<file path="src/rtl/timer_arbiter.sv">
// timer_arbiter: shares one countdown timer between N_REQ requesters.
// Round-robin pick in IDLE, program the timer in SET, skip one ARM cycle so a
// stale expiry flag is not mistaken for the new one, then wait for expiry or
// cancel. All outputs are decoded from registered state only.
//
// Handshake: req[i] is a level held by requester i until done[i] pulses;
// dropping req[i] while it owns the timer in WAIT cancels the grant without a
// done pulse. set_timer is a one-cycle strobe qualified by timer_set_val.
module timer_arbiter #(
   parameter int N_REQ = 4,
   parameter int WIDTH = 32
) (
   input  logic                   clk,
   input  logic                   rst,
   input  logic [N_REQ-1:0]       req,
   input  logic [N_REQ*WIDTH-1:0] req_delay,
   output logic [N_REQ-1:0]       grant,
   output logic [N_REQ-1:0]       done,
   output logic                   busy,
   output logic [WIDTH-1:0]       timer_set_val,
   output logic                   set_timer,
   input  logic                   timer_is_high
);

   localparam int IDX_W = (N_REQ > 1) ? $clog2(N_REQ) : 1;

   typedef enum logic [2:0] {
      S_IDLE,
      S_SET,
      S_ARM,
      S_WAIT,
      S_DONE
   } state_t;

   state_t             state_q, state_d;
   logic [IDX_W-1:0]   idx_q, idx_d;
   logic [IDX_W-1:0]   ptr_q, ptr_d;
   logic [WIDTH-1:0]   delay_q, delay_d;

   logic [WIDTH-1:0]   delay_arr [N_REQ];
   logic               found;
   logic [IDX_W-1:0]   pick;
   logic [IDX_W-1:0]   idx_next;

   // Unpack the flat delay bus into one word per requester.
   for (genvar g = 0; g < N_REQ; g++) begin : g_delay
      assign delay_arr[g] = req_delay[g*WIDTH +: WIDTH];
   end

   // Round-robin search: first requester at or after ptr, wrapping.
   always_comb begin
      int               cand;
      logic [IDX_W-1:0] cand_idx;
      found    = 1'b0;
      pick     = ptr_q;
      cand     = 0;
      cand_idx = '0;
      for (int k = 0; k < N_REQ; k++) begin
         cand = int'(ptr_q) + k;
         if (cand >= N_REQ) begin
            cand = cand - N_REQ;
         end
         cand_idx = IDX_W'(cand);
         if (!found && req[cand_idx]) begin
            found = 1'b1;
            pick  = cand_idx;
         end
      end
   end

   // Pointer value that follows the current owner (wraps to 0 at the end).
   assign idx_next = (idx_q == IDX_W'(N_REQ - 1)) ? '0 : idx_q + IDX_W'(1);

   // Next-state logic and registered-state output decode.
   always_comb begin
      state_d   = state_q;
      idx_d     = idx_q;
      ptr_d     = ptr_q;
      delay_d   = delay_q;
      grant     = '0;
      done      = '0;
      set_timer = 1'b0;
      busy      = (state_q != S_IDLE);

      if (state_q != S_IDLE) begin
         grant[idx_q] = 1'b1;
      end

      case (state_q)
         S_IDLE: begin
            if (found) begin
               idx_d   = pick;
               delay_d = delay_arr[pick];
               state_d = S_SET;
            end
         end
         S_SET: begin
            set_timer = 1'b1;
            state_d   = S_ARM;
         end
         S_ARM: begin
            // Expiry flag may still reflect the previous load; ignore it.
            state_d = S_WAIT;
         end
         S_WAIT: begin
            if (!req[idx_q]) begin
               ptr_d   = idx_next;
               state_d = S_IDLE;
            end else if (timer_is_high) begin
               state_d = S_DONE;
            end
         end
         S_DONE: begin
            done[idx_q] = 1'b1;
            ptr_d       = idx_next;
            state_d     = S_IDLE;
         end
         default: begin
            state_d = S_IDLE;
         end
      endcase
   end

   // delay_q only changes on the IDLE->SET edge, so it is held until next SET.
   assign timer_set_val = delay_q;

   // State registers with synchronous active-low reset.
   always_ff @(posedge clk) begin
      if (!rst) begin
         state_q <= S_IDLE;
         idx_q   <= '0;
         ptr_q   <= '0;
         delay_q <= '0;
      end else begin
         state_q <= state_d;
         idx_q   <= idx_d;
         ptr_q   <= ptr_d;
         delay_q <= delay_d;
      end
   end

endmodule

</file>
<file path="config.mk">
export PLATFORM = sky130hd
export DESIGN_NAME = timer_arbiter
export DESIGN_NICKNAME = d
export VERILOG_FILES = /design/src/rtl/timer_arbiter.sv
export SDC_FILE = /design/constraint.sdc
export NUM_CORES = 1
export LEC_CHECK = 0
export ABC_AREA = 1
export CORE_ASPECT_RATIO = 0.6
export CORE_UTILIZATION = 30
export CTS_BUF_LIST = sky130_fd_sc_hd__clkbuf_4
export DETAILED_ROUTE_END_ITERATION = 10
export PLACE_DENSITY = 0.68
export SLEW_MARGIN = 30
export SYNTH_ARGS = -nofsm -noshare
export SYNTH_HDL_FRONTEND = slang
export SYNTH_SLANG_ARGS = --single-unit
</file>
<file path="constraint.sdc">
create_clock -name clk -period 1.7 [get_ports clk]
set_input_delay 0.425 -clock clk [delete_from_list [all_inputs] [get_ports clk]]
set_output_delay 0.425 -clock clk [all_outputs]
set_load 0.005 [all_outputs]
</file>
Word level (Yosys, flattened, before mapping)
Cells that the tools add are included.
{"block": "totals", "register_bits": 39, "in_bits": 135, "out_inout_bits": 42, "word_cells": 82}
{"block": "classes", "add_sub_neg": 8, "n_lt_le_gt_ge": 11, "eq_ne": 8, "mux": 37, "n_bitwise": 1, "n_reduce_logical": 13}
{"operator": "binary-select mux 32 bit (select 2 bit)", "count": 1}
{"operator": "2-to-1 mux 32 bit", "count": 2}
{"operator": "2-to-1 mux 2 bit", "count": 10}
{"operator": "< comparator 2 x 3 -> 1 bit (second input constant)", "count": 5}
{"operator": ">= comparator 3 bit (second input constant)", "count": 4}
{"operator": "one-hot mux 3 bit (4 select lines)", "count": 1}
{"operator": "2-to-1 mux 1 bit", "count": 11}
{"operator": "binary-select mux 1 bit (select 2 bit)", "count": 5}
{"operator": "2-to-1 mux 3 bit", "count": 3}
{"operator": "2-to-1 mux 4 bit", "count": 2}
{"operator": "subtractor 2 x 1 -> 2 bit (second input constant)", "count": 4}
{"operator": "adder 2 x 2 -> 3 bit (second input constant)", "count": 2}
{"operator": "== test 3 x 2 -> 1 bit (second input constant)", "count": 2}
{"operator": "AND reduction 2 bit", "count": 3}
{"operator": "logical AND 1 bit", "count": 4}
{"operator": "!= test 2 bit (second input constant)", "count": 2}
{"operator": "one-hot mux 2 bit (2 select lines)", "count": 1}
{"operator": "adder 2 x 1 -> 3 bit (second input constant)", "count": 1}
{"operator": "== test 3 x 1 -> 1 bit (second input constant)", "count": 1}
{"operator": "== test 3 bit (second input constant)", "count": 1}
{"operator": ">= comparator 2 x 3 -> 1 bit (second input constant)", "count": 1}
{"operator": "logical NOT 1 bit", "count": 3}
{"operator": "logical NOT 3 bit", "count": 1}
{"operator": "!= test 3 bit (second input constant)", "count": 1}
{"operator": "7 further kinds", "count": 7}

Depth between registers and ports, before layout
{"block": "logic_depth", "depth_word": 18, "mapped_depth": 18, "ltp_nobuf": 16}

Least setup slack after synthesis
OpenSTA, ideal clock, no wires.
{"block": "synth_path", "kind": "reg-to-reg", "from": "register ptr_q[0]", "to": "register delay_q[26], in the netlist timer_set_val[26]", "setup_ps": 109, "arrival_ps": 1623, "t_required_ps": 1591, "setup_slack_ps": -32, "stages_incl_launch_ff": 17, "path_buffers": 3, "synth_period_minus_slack_ps": 1732, "path_cell_list": "dfxtp_1 buf_4 nand2_1 nand2_2 nand2_1 nand2_1 nand4_1 nand2_1 nand2_1 buf_6 buf_6 nand2_1 nand2_1 nand2_1 nand3_1 nand2_1 inv_1"}
{"block": "synth_between", "elab_chain_len": 18, "word_cells_on_any_way": 42, "classes_between": "add/sub: 7; order compare: 4; mux: 23; bitwise: 1; reduce/logical: 7"}
{"item": "start: declaration", "line": "37", "source": "logic [IDX_W-1:0] ptr_q, ptr_d;"}
{"item": "start signal: assignment", "line": "137", "source": "ptr_q <= ptr_d;"}
{"item": "parallel branches: the longest is 18 deep, another holds adder 2 x 1 -> 3 bit"}
{"item": "end signal: assignment", "line": "138", "source": "delay_q <= delay_d;"}
{"item": "end: declaration", "line": "38", "source": "logic [WIDTH-1:0] delay_q, delay_d;"}
Several ways; the timed one is not identified. The select of a mux whose other input is x is not followed.
A chain may end at the register's enable or synchronous reset.

Worst setup path after layout
{"block": "layout_path", "from": "register ptr_q[0]", "to": "register delay_q[18], in the netlist timer_set_val[18]"}
The elaborated chain is that of the path after synthesis.

==> results.md <==
- Final worst path period share: 122%
- Clock latency on the worst-skew pair: ~0.37 ns
- GR Util All Layers: a little under a quarter
- Reg clk slew, reported paths: 0.13 ns
- DRC: 0
- Synth Cell Area: 3170 µm²
- Failing checks: negative setup slack
- CP Launch Type: flop
- Sink Count: 39
- Setup Viol. Count Final: 44
- Syn Nets: 728
- Final Core Density: 64.4%
- Die Width: 135 µm
- Post-DP Area: 5330 µm²
- Outcome: complete, but fails checks
- Yosys top cell area share: 27.2%
- GP Congestion: 0.866
- Int Pwr: 3.71 mW
- Syn Inst Count: 589
- DR pass1 iterations: 5
- Library cells used by synthesis: 24
- Worst-Margin Slew: 0.381 ns
- Via count: 4630
- Starting Density: 31.6%
- Hold_buf cts: 0
- Slew Limit Headroom: between 70% and 80%
- Static leakage: 3.33 nW
- Worst setup margin: -0.368 ns
- Critical path type: flop to flop
- Sw Share: 42.2%
- Number of I/O port buffers: 176
- TritonCTS clock tree: done
- Yosys warns: 0
- Max_cap viols: 0
- Root buf cell: clkbuf_4
- CTS max path bufs: 2
- Most common cell in the netlist: nand2_1
- Multi-input gate area: 2470 µm²
- NetSw: roughly 2.7 mW
- Synth top cells by count: nand2_1 (230), nor2_1 (109), nand3_1 (90)
- Fin area: ~6500 µm²
- Largest net degree at the start of global routing: 26
- Post-DR wirelength/cell: ~15 µm
- CP delay by family, top: simple AND/OR/NAND/NOR gates
- Row cnt: 28
- Max H-tree Level: 2
- Initial antenna violation count: 0
- Nets: approximately 960
- Final Hold Viols: 0
- EDFF count, synth: 0
- Crit path max fanout: 7
- Grt ovf: 0
- Post-synth top area cell: nand2_1
- Vias in the first global route: ~4300
- Crit. End Element: flop
- Worst vdd ir: 449 µV
- First-pass GRT wire length: just over 20000 µm
- Sequential element share of the synthesized area: between 20% and 30%
- Die ar.: 11000 µm²
- Tmin final: about 2.1 ns
- Seq cells post-synth: 39
- Critical Path Slowest Stage Cell: dfxtp_4
- Layout fillers: 868
- CP bufs+invs: 4
- Comb pwr share: 70.5%
- DP Worst Slack: -0.770 ns
- Async SR Flop Fraction: 0%
- Post-DP HPWL: about 8900 µm
- Worst EP required: 1.99 ns
- Synth area leaders: nand2_1 (27%), dfxtp_1 (25%), nand3_1 (14%)
- Die Y: 81.7 µm
- Vias/cell: 4.82
- Slowest Stage Delay on Critical Path: about 0.45 ns
- Clock Skew: approximately 0.016 ns
- Cts bufs inserted: 5
- Area added between synthesis and finish: 104%
- Diodes inserted: 0
- Sequential Power Share: approximately a fifth
- ANT nets after route: 0
- Syn_area_per_cell: 5.39 µm²
- Register area: 820 µm²
- Unrepaired setup endpoints after global routing: true
- Fmax: 484 MHz
- Layout cell share with drive strength beyond 1: roughly 29%
- Top_reg_cell synth: dfxtp_1
- Hold WC Path Type: flop to flop
- Max-slew violations: 0
- Clk network pwr share: 8.3%
- CP arrival: 2.36 ns
- Power density cells: approximately 1000 nW/µm²
- Worst-path cell chain: inv_6 > nand2_2 > nand2_4 > nand2_4 > nand2_4 > nor2_4 > nand4_1 > buf_6 > clkbuf_16 > nand3_1 > nand2_1 > nand2_1 > nand3_1 > nand2_1 > inv_1
- Core area: 10100 µm²
- Iter 0 DRT Violations: 196
- I/O pin cnt: about 180
- Routed WL: 14100 µm
==> final timing paths <==
kind	start	to	slack, ns	cells past startpoint
max	ptr_q[0]$_SDFFE_PN0P_	timer_set_val[18]$_SDFFE_PN0P_	-0.37	15
min	timer_set_val[2]$_SDFFE_PN0P_	timer_set_val[2]$_SDFFE_PN0P_	0.57	4
max reg2reg	ptr_q[0]$_SDFFE_PN0P_	timer_set_val[18]$_SDFFE_PN0P_	-0.37	15
min reg2reg	timer_set_val[2]$_SDFFE_PN0P_	timer_set_val[2]$_SDFFE_PN0P_	0.57	4
==> metrics by stage <==
| stage | setup TNS, ns | cells | hold WS [ns] | total power, mW |
|---|---|---|---|---|
| global placement | -24.91 | 908 | 0.541 | 4.64 |
| global route | -16.67 | 960 | 0.617 | 6.93 |
| finish | -11.23 | 960 | 0.572 | 6.41 |
| detailed placement | -26.28 | 908 | 0.546 | 4.69 |
| CTS | -8.14 | 950 | 0.571 | 6.01 |
| floorplan | 0 | 589 | 0.520 | 3.15 |
==> kinds of logic after synthesis <==
logic type | Yosys count | synth area share [%]
AOI/OAI and AO/OA | 29 | 4.81
and+or+nand+nor | 444 | 57.5
buffers and inverters | 73 | 11.5
adders and majority gates | 4 | 1.58
DFF | 39 | 24.6
==> layout make-up <==
| cell class | count | area share, % |
|---|---|---|
| Timing Repair Buffer | 260 | 43.0 |
| Multi-Input combinational cell | 478 | 38.2 |
| Sequential cell | 39 | 12.6 |
| Tap cell | 135 | 2.61 |
| Inverter | 39 | 2.53 |
| Clock buffer | 7 | 0.811 |
| Timing Repair inverter | 1 | 0.0965 |
| Clock inverter | 1 | 0.0772 |
==> power by group through the flow <==
stage | clock (mW) | combinational (mW) | sequential (mW)
3_3_place_gp | 0 | 3.32 | 1.32
5_1_grt | 0.587 | 4.95 | 1.39
2_1_floorplan | 0 | 1.81 | 1.34
4_1_cts | 0.544 | 4.13 | 1.34
6_report | 0.531 | 4.52 | 1.36
3_5_place_dp | 0 | 3.36 | 1.33
==> sequential cells by signal, indices dropped and copies added (netlist names) <==
signal and flops:
ptr_q 2, idx_q 2, state_q 3, timer_set_val 32
==> placed cells by master (no fill, tap or decap), types with 12 or more instances in the layout <==
master	count
buf_12	15
buf_4	44
buf_6	14
clkdlybuf4s50_1	148
dfxtp_1	12
dfxtp_2	25
inv_1	26
nand2_1	192
nand2_2	28
nand2_4	15
nand3_1	69
nand3_2	21
nor2_1	85
nor2_2	19
o21ai_1	13
==> tightest hold or removal path: cells and delay by family, from the launching register on <==
family | cells | cell delay, ns
DFF | 1 | 0.34
buffers and inverters | 1 | 0.04
and+or+nand+nor | 3 | 0.17
==> timing repair <==
| action | 4_1_cts | 5_1_grt |
|---|---|---|
| endpoints found under the setup margin | 51 | 65 |
| buffers inserted | 28 | 8 |
| pin swaps | 20 | 42 |
| resized for setup | 137 | 118 |
| gates cloned | 8 | 3 |
==> per-layer routing <==
metal | GRT usage, % | routed length (µm) | vias to the layer above
li1 | - | - | 2311
met1 | 30.0 | 6400 | 2138
met2 | 41.6 | 6580 | 167
met3 | 5.00 | 989 | 14
met4 | 5.28 | 138 | 0
met5 | 0 | 0 | -
(Power assumes the default switching activity.)
